## src/rtl/rx_lkp_pkg.sv

```systemverilog
// rx_lkp_pkg: shared state encoding and request field layout for the RX lookup arbiter
package rx_lkp_pkg;
    typedef enum logic [1:0] {
        IDLE      = 2'd0,
        ISSUE     = 2'd1,
        WAIT_DONE = 2'd2
    } lkp_state_t;
    localparam int INFO_W   = 108;
    localparam int DMAC_LSB = 0;
    localparam int SMAC_LSB = 48;
    localparam int VID_LSB  = 96;
    localparam int MAC_W    = 48;
    localparam int VID_W    = 12;
endpackage

```

## src/rtl/rx_lkp_req_arb_rr_prio_sel.sv

```systemverilog
// rr_prio_sel: combinational round-robin picker, first set request at or above ptr with wrap
module rr_prio_sel #(
    parameter int N  = 8,
    parameter int PW = (N > 1) ? $clog2(N) : 1
) (
    input  logic [N-1:0]  req,
    input  logic [PW-1:0] ptr,
    output logic [N-1:0]  grant,
    output logic [PW-1:0] idx
);
    // Scan downward in distance from ptr so the nearest request is the last to win.
    always_comb begin
        idx = '0;
        for (int i = N - 1; i >= 0; i--)
            if (req[(int'(ptr) + i) % N]) idx = PW'((int'(ptr) + i) % N);
        grant = '0;
        grant[idx] = |req;
    end
endmodule

```

## src/rtl/rx_lkp_req_arb.sv

```systemverilog
// rx_lkp_req_arb: round-robin sharing of the MAC/VLAN lookup engine between RX ports
module rx_lkp_req_arb
    import rx_lkp_pkg::*;
#(
    parameter int PORT_NUM    = 8,
    parameter int INFO_W      = rx_lkp_pkg::INFO_W,
    parameter int TIMEOUT_CYC = 255
) (
    input  logic                       i_clk,
    input  logic                       i_rst,
    input  logic [PORT_NUM-1:0]        i_req_vld,
    input  logic [PORT_NUM*INFO_W-1:0] i_req_info,
    output logic [PORT_NUM-1:0]        o_req_ack,
    output logic                       o_lkp_vld,
    input  logic                       i_lkp_ready,
    output logic [MAC_W-1:0]           o_lkp_dmac,
    output logic [MAC_W-1:0]           o_lkp_smac,
    output logic [VID_W-1:0]           o_lkp_vlan_id,
    output logic [PORT_NUM-1:0]        o_lkp_port,
    input  logic                       i_lkp_done,
    output logic                       o_busy,
    output logic                       o_timeout
);
    localparam int PW = (PORT_NUM > 1) ? $clog2(PORT_NUM) : 1;

    lkp_state_t          state;
    logic [PW-1:0]       rr_ptr;
    logic [PW-1:0]       idx;
    logic [PORT_NUM-1:0] grant;
    logic [7:0]          cnt;
    logic [7:0]          cnt_nxt;
    logic [INFO_W-1:0]   info;

    rr_prio_sel #(.N(PORT_NUM), .PW(PW)) u_sel (
        .req   (i_req_vld),
        .ptr   (rr_ptr),
        .grant (grant),
        .idx   (idx)
    );

    // cnt_nxt counts WAIT_DONE cycles including the current one, so the abort
    // lands exactly TIMEOUT_CYC cycles after the handshake.
    always_comb begin
        cnt_nxt = cnt + 8'd1;
        info    = i_req_info[int'(idx) * INFO_W +: INFO_W];
    end

    always_ff @(posedge i_clk) begin
        if (!i_rst) begin
            state         <= IDLE;
            rr_ptr        <= '0;
            cnt           <= '0;
            o_req_ack     <= '0;
            o_lkp_vld     <= 1'b0;
            o_lkp_dmac    <= '0;
            o_lkp_smac    <= '0;
            o_lkp_vlan_id <= '0;
            o_lkp_port    <= '0;
            o_busy        <= 1'b0;
            o_timeout     <= 1'b0;
        end else begin
            o_req_ack <= '0;
            o_timeout <= 1'b0;
            case (state)
                IDLE: if (|i_req_vld) begin
                    state         <= ISSUE;
                    o_req_ack     <= grant;
                    o_lkp_port    <= grant;
                    o_lkp_vld     <= 1'b1;
                    o_busy        <= 1'b1;
                    o_lkp_dmac    <= info[DMAC_LSB +: MAC_W];
                    o_lkp_smac    <= info[SMAC_LSB +: MAC_W];
                    o_lkp_vlan_id <= info[VID_LSB +: VID_W];
                    rr_ptr        <= (int'(idx) == PORT_NUM - 1) ? '0 : idx + 1'b1;
                end
                ISSUE: if (i_lkp_ready) begin
                    state     <= WAIT_DONE;
                    o_lkp_vld <= 1'b0;
                    cnt       <= '0;
                end
                WAIT_DONE: begin
                    cnt <= cnt_nxt;
                    if (i_lkp_done || cnt_nxt == 8'(TIMEOUT_CYC - 1)) begin
                        state     <= IDLE;
                        o_busy    <= 1'b0;
                        o_timeout <= !i_lkp_done;
                    end
                end
                default: state <= IDLE;
            endcase
        end
    end
endmodule

```

## config.mk

```make
export PLATFORM = sky130hd
export DESIGN_NAME = rx_lkp_req_arb
export DESIGN_NICKNAME = d
export VERILOG_FILES = /design/src/rtl/rx_lkp_pkg.sv /design/src/rtl/rx_lkp_req_arb_rr_prio_sel.sv /design/src/rtl/rx_lkp_req_arb.sv
export SDC_FILE = /design/constraint.sdc
export NUM_CORES = 1
export LEC_CHECK = 0
export ABC_AREA = 1
export CORE_AREA = 2 2 390 392
export DETAILED_ROUTE_END_ITERATION = 7
export DIE_AREA = 0 0 392 394
export GPL_TIMING_DRIVEN = 1
export PLACE_DENSITY = 0.37
export SETUP_SLACK_MARGIN = 0.2
export SLEW_MARGIN = 5
export SYNTH_ARGS = -nofsm -noshare
export SYNTH_HDL_FRONTEND = slang
export SYNTH_HIERARCHICAL = 1
export SYNTH_SLANG_ARGS = --single-unit
export TNS_END_PERCENT = 20
```

## constraint.sdc

```tcl
create_clock -name i_clk -period 5 [get_ports i_clk]
set_input_delay 1 -clock i_clk [delete_from_list [all_inputs] [get_ports i_clk]]
set_output_delay 1 -clock i_clk [all_outputs]
set_load 0.005 [all_outputs]
```

After elaboration in Yosys (flattened, before gate mapping) --
Index checks and enable logic that the tools add are counted.
Operators by class: $add $sub $neg 9, reductions and logical operators 22, muxes and demuxes 45, shift-type cells 1, bitwise operators 8, magnitude comparators 10, $mul 1, eq/ne operators 7
Operator list (count):
- indexed part select 864 x 11 -> 108 bit | 1
- less-than comparator 4 x 5 -> 1 bit (second input constant) | 7
- 2-to-1 mux 3 bit | 9
- binary-select mux 1 bit (select 3 bit) | 8
- OR reduction 3 bit | 7
- 2-to-1 mux 1 bit | 19
- one-hot mux 8 bit (2 select lines) | 1
- AND reduction 3 bit | 5
- adder 3 bit (second input constant) | 4
- adder 8 x 1 -> 8 bit (second input constant) | 1
- AND 8 bit | 1
- equality test 8 bit (second input constant) | 1
- less-than comparator 3 x 4 -> 1 bit (second input constant) | 2
- multiplier 3 x 5 -> 8 bit (second input constant) | 1
- 2-to-1 mux 8 bit | 1
- OR reduction 8 bit | 1
- AND 1 bit (first input constant) | 7
- adder 3 x 1 -> 3 bit (second input constant) | 2
- adder 3 x 2 -> 3 bit (second input constant) | 2
- 2-to-1 mux 2 bit | 3
- inequality test 2 bit (second input constant) | 3
- one-hot mux 2 bit (3 select lines) | 1
- nonzero test 2 bit | 3
- one-hot mux 1 bit (2 select lines) | 2
- 10 further kinds | 11
Storage, ports and cells: flip-flop bits (word level) 140, logic and storage cells 114

Depth between registers and ports, before layout --
depth after elaboration 19, mapped depth 24

By module --
The synthesis kept the hierarchy.
By module, submodules not included:
- rx_lkp_req_arb | area each 11762.5 um^2, times used 1, cells an instance 1640, sequential area each 2802.7 um^2
- rr_prio_sel | area each 830.8 um^2, times used 1, cells an instance 140, sequential area each 0.0 um^2

Least setup slack after synthesis --
Ideal clock, no wire load.
path type register to register, start point register rr_ptr[0], end point register o_lkp_dmac[0], stages on the path, launching flop included 24, arrival 3061 ps, library setup time 114 ps, setup slack 1825 ps, cells stage by stage dfxtp_1 -> buf_6 -> inv_4 -> buf_12 -> ha_1 -> inv_2 -> nand3_1 -> nand3_2 -> nand2_4 -> nor2_4 -> nand2_1 -> nor3b_2 -> nand2_1 -> nand2_2 -> nand2_4 -> inv_1 -> buf_4 -> buf_6 -> buf_6 -> buf_6 -> mux2i_1 -> o221ai_1 -> nand3_1 -> nand2_1
Between the ends: longest elaborated chain between the ends 14, elaborated cells on any way between the ends 40
Ends and longest elaborated chain:
- start, declared | RTL line rx_lkp_req_arb.sv:27 | logic [PW-1:0] rr_ptr;
- start signal, assigned | RTL line rx_lkp_req_arb.sv:74 | rr_ptr <= (int'(idx) == PORT_NUM - 1) ? '0 : idx + 1'b1;
- adder 3 bit | RTL line rx_lkp_req_arb_rr_prio_sel.sv:15 | if (req[(int'(ptr) + i) % N]) idx = PW'((int'(ptr) + i) % N);
- binary-select mux 1 bit (select 3 bit) | RTL line rx_lkp_req_arb_rr_prio_sel.sv:15
- 2-to-1 mux 1 bit (not written as such) (2 in series) | RTL line rx_lkp_req_arb_rr_prio_sel.sv:15
- 2-to-1 mux 3 bit (7 in series) | RTL line rx_lkp_req_arb_rr_prio_sel.sv:15
- 2-to-1 mux 3 bit (*) | RTL line rx_lkp_req_arb_rr_prio_sel.sv:15
- named net idx[0] | RTL line rx_lkp_req_arb.sv:28 | logic [PW-1:0] idx;
- multiplier 3 x 5 -> 8 bit (*) | RTL line rx_lkp_req_arb.sv:45 | info = i_req_info[int'(idx) * INFO_W +: INFO_W];
- indexed part select 864 x 11 -> 108 bit (*) | RTL line rx_lkp_req_arb.sv:45
- end signal, assigned | RTL line rx_lkp_req_arb.sv:71 | o_lkp_dmac <= info[DMAC_LSB +: MAC_W];
- end, declared | RTL line rx_lkp_req_arb.sv:16 | output logic [MAC_W-1:0] o_lkp_dmac,
The timed path passes the listed nets; every way through them passes the cells marked *. The select of a mux whose other input is x is not followed. A chain may end at the register's enable or synchronous reset.

Worst setup path after layout --
start point register rr_ptr[0], end point register o_lkp_smac[22]
Between the ends: longest elaborated chain between the ends 14, elaborated cells on any way between the ends 40
Ends and longest elaborated chain:
- adder 3 bit | RTL line rx_lkp_req_arb_rr_prio_sel.sv:15
- binary-select mux 1 bit (select 3 bit) | RTL line rx_lkp_req_arb_rr_prio_sel.sv:15
- 2-to-1 mux 1 bit (not written as such) (2 in series) | RTL line rx_lkp_req_arb_rr_prio_sel.sv:15
- 2-to-1 mux 3 bit (7 in series) | RTL line rx_lkp_req_arb_rr_prio_sel.sv:15
- 2-to-1 mux 3 bit (*) | RTL line rx_lkp_req_arb_rr_prio_sel.sv:15
- named net idx[0] | RTL line rx_lkp_req_arb.sv:28
- multiplier 3 x 5 -> 8 bit (*) | RTL line rx_lkp_req_arb.sv:45
- indexed part select 864 x 11 -> 108 bit (*) | RTL line rx_lkp_req_arb.sv:45
- end signal, assigned | RTL line rx_lkp_req_arb.sv:72 | o_lkp_smac <= info[SMAC_LSB +: MAC_W];
- end, declared | RTL line rx_lkp_req_arb.sv:17 | output logic [MAC_W-1:0] o_lkp_smac,
Marked as above.

==> flow_summary_export.csv <==
group,metric,value,unit
yosys,syn-num-nets,2662,
yosys,syn_area,12590,um2
global_routing,grt_pass1_vias,18080,
placement,port_buffers,1002,
timing,skew,0.03018,ns
clock_tree,htreeDepth,4,
route,routed_wirelength,115.1,mm
timing,setup_viol,0,
route,route.detailed.drc,0,
placement,postPlaceCellArea,25230,um2
yosys,syn_inst,1780,
yosys,synth_edf_count,0,
yosys,synth_top_cell_by_area,"dfxtp_1",
worst_setup_path,reg2regPathDepth,19,
timing,min_period,4.137,ns
route,vias_per_cell,3.719,
clock_tree,cts_tree,"done",
finish,drive_gt1_share,6.342,%
power,total_leakage_power,9.364,nW
clock_tree,root_buffer,"clkbuf_16",
floorplanning,core_area,150700,um2
floorplanning,start_util,8.359,%
finish,filler_cell_count,17180,
route,drt-initial-drc-count,1173,
global_routing,grt_pass1_wl,153.1,mm
yosys,synth_common_cells,"nand3_1, nor2_1, o21ai_0",
worst_setup_path,rr_startpoint,"rr_ptr[0]$_SDFFE_PN0P_",
worst_hold_path,hold_class,"register to register",
timing,rsz0062_at_grt,"false",
clock_tree,clock_path_buffers,2,
placement,place_congestion,0.8655,
floorplanning,die_height,394,um
run,maxCapViolations,0,
power,total_power,0.01766,W
worst_setup_path,crit_top_cell,"nand2_1",
yosys,synth-main-ff-cell,"dfxtp_1",
floorplanning,fp.dieW,392,um
yosys,synth_seq_area_share,22.26,%
global_routing,antenna_found_initial,46,
worst_setup_path,crit_slowest_cell,"mux2i_1",
clock_tree,cts_made_buffers,17,
floorplanning,num_rows,143,
power,ir_drop,0.0004232,V
floorplanning,die_area,154400,um2
clock_tree,cts_hold_buf,0,
route,vias,17710,
worst_setup_path,end_kind,"register",
worst_setup_path,crit_end,"o_lkp_smac[22]$_SDFFE_PN0P_",
timing,max_slew_margin,41.83,%
clock_tree,cts.clk_slew.worst_paths,0.08,ns
worst_setup_path,worstPathCellList,"buf_4 -> inv_4 -> ha_1 -> inv_2 -> nand3_1 -> nand3_2 -> nand2_4 -> nor2_4 -> nand2_1 -> nor3b_2 -> nand2_1 -> nand2_2 -> nand2_4 -> inv_8 -> buf_12 -> mux2i_1 -> o221ai_1 -> nand3_1 -> nand2_1",
yosys,yosysMostFrequentCell,"nand3_1",
worst_setup_path,critPathMaxStageDelay,0.78,ns
finish,fin_nets,3581,
global_routing,gr-total-overflow,0,
yosys,avgSynthCellArea,7.075,um2
timing,drv_slew,0,
worst_setup_path,path_max_fanout,53,
worst_setup_path,cp-startpoint,"rr_ptr[0]$_SDFFE_PN0P_",
global_routing,grt_max_degree,80,
finish,postLayoutCellArea,25850,um2
route,final_antenna_net_count,0,
outcome,status,"finished, final reports clean",
yosys,async_reset_ff_share,0,%
yosys,synth_top_area_share,22.26,%
yosys,ys_types,38,
clock_tree,cts.sinks,140,
timing,tightest_slew,0.8482,ns
finish,area_growth,105.2,%
finish,fin_util,17.16,%
timing,finalSetupTns,0,ns
power,power.density,683.4,nW/um2
timing,fmax,0.2417,GHz
clock_tree,post_cts_buffers,0,
worst_setup_path,crit_arrival,4.55,ns
placement,dp_hpwl,96.66,mm
yosys,synthTopCellsByArea,"dfxtp_1, mux2i_1, o221ai_1",
worst_setup_path,required,5.41,ns
worst_setup_path,reg2reg_to,"o_lkp_smac[22]$_SDFFE_PN0P_",
timing,fin_crit_sh,82.74,%
yosys,ys.warnings.count,6,
route,drt-wirelength-per-cell,24.17,um
route,first_pass_iters,5,
timing,hold_viol_final,0,
yosys,ys_ff_latch,140,
placement,dp_cells,4710,
clock_tree,cts.repair.resized,0,
worst_setup_path,critPathKind,"register to register",
finish,stdcell_count,4761,
clock_tree,clk_latency,0.52,ns
global_routing,track_usage,14.37,%
worst_setup_path,r2r_setup_slack,0.86,ns
floorplanning,ioPinCount,1003,
worst_setup_path,crit_path_start_kind,"register",
## worst max-delay path, delay by kind of cell (launching register included)
kind	cells	cell delay [ns]
AO/OA/AOI/OAI	1	0.20
adder cells (fa/ha/maj)	1	0.52
multiplexers	1	0.78
buffers and inverters	5	0.90
flip-flops	1	0.31
AND/OR/NAND/NOR	11	1.14
## registers in the layout (all words and copies together), names as in the netlist, 2 cells and up
register and count:
o_lkp_dmac 48, o_lkp_smac 48, o_lkp_vlan_id 12, cnt 8, o_lkp_port 8, o_req_ack 8
rr_ptr 3, state 2
## final cells by class
type	instances	area [um2]	area share [%]
diodes	19	47.55	0.1839
clock buffers	17	425.4	1.646
clock inverters	15	145.1	0.5615
inverters	40	180.2	0.6971
multi-input cells	1414	8707	33.69
flip-flops and latches	140	2803	10.84
well taps	2030	2540	9.827
repair buffers	1086	11000	42.55
## cell families after synthesis
family                     share of synthesized area (%)
AOI/OAI and AO/OA                                  25.16
xor gates and xnor gates                          0.2087
adders and majority gates                         0.5961
buffers and inverters                              8.773
DFF                                                22.26
muxes                                              17.17
and+or+nand+nor                                    25.84
## layout by cell type, fill, tap and decap left out, drive strengths merged, types with 3 or more instances in the layout
cell type / instances
buf: 85
inv: 49
nand4: 3
nor2: 247
clkbuf: 17
nand2: 207
mux2i: 216
a21oi: 15
clkinv: 6
nand3: 263
dfxtp: 140
clkdlybuf4s50: 1001
diode: 19
o221ai: 216
ha: 6
o21ai: 218
a31o: 8
## metal layers
layer / global-route usage [%] / vias up / routed length (um)
met5: 0 / - / 190
li1: - / 8444 / -
met3: 4.688 / 129 / 9416
met2: 24.17 / 738 / 56000
met4: 6.147 / 32 / 3600
met1: 16.56 / 8363 / 45840
## worst min path at each step
stage | cells after the start | start | slack [ns] | end
after floorplan | 2 | rr_ptr[2]$_SDFFE_PN0P_ | 0.45 | rr_ptr[2]$_SDFFE_PN0P_
after global placement | 2 | o_lkp_smac[28]$_SDFFE_PN0P_ | 0.46 | o_lkp_smac[28]$_SDFFE_PN0P_
after detailed placement | 2 | o_lkp_smac[9]$_SDFFE_PN0P_ | 0.46 | o_lkp_smac[9]$_SDFFE_PN0P_
after CTS | 2 | o_lkp_smac[9]$_SDFFE_PN0P_ | 0.47 | o_lkp_smac[9]$_SDFFE_PN0P_
after global routing | 2 | o_lkp_smac[39]$_SDFFE_PN0P_ | 0.49 | o_lkp_smac[39]$_SDFFE_PN0P_
final | 2 | o_lkp_smac[24]$_SDFFE_PN0P_ | 0.47 | o_lkp_smac[24]$_SDFFE_PN0P_
## stage by stage
step                      worst slack (ns)  hold slack (ns)
after detailed placement            0.4643           0.4600
final                               0.8628           0.4717
after global placement              0.4068           0.4595
after global routing                0.5989           0.4892
after floorplan                      1.825           0.4506
after CTS                           0.8733           0.4734
## where the power goes
| group | internal, W | leakage [nW] | switching [W] | total, W |
|---|---|---|---|---|
| Combinational | 0.00563 | 7.93 | 0.00895 | 0.0146 |
| Clock | 0.000662 | 0.284 | 0.000729 | 0.00139 |
| Sequential | 0.00148 | 1.15 | 0.000215 | 0.00169 |
(Power assumes the default switching activity.)
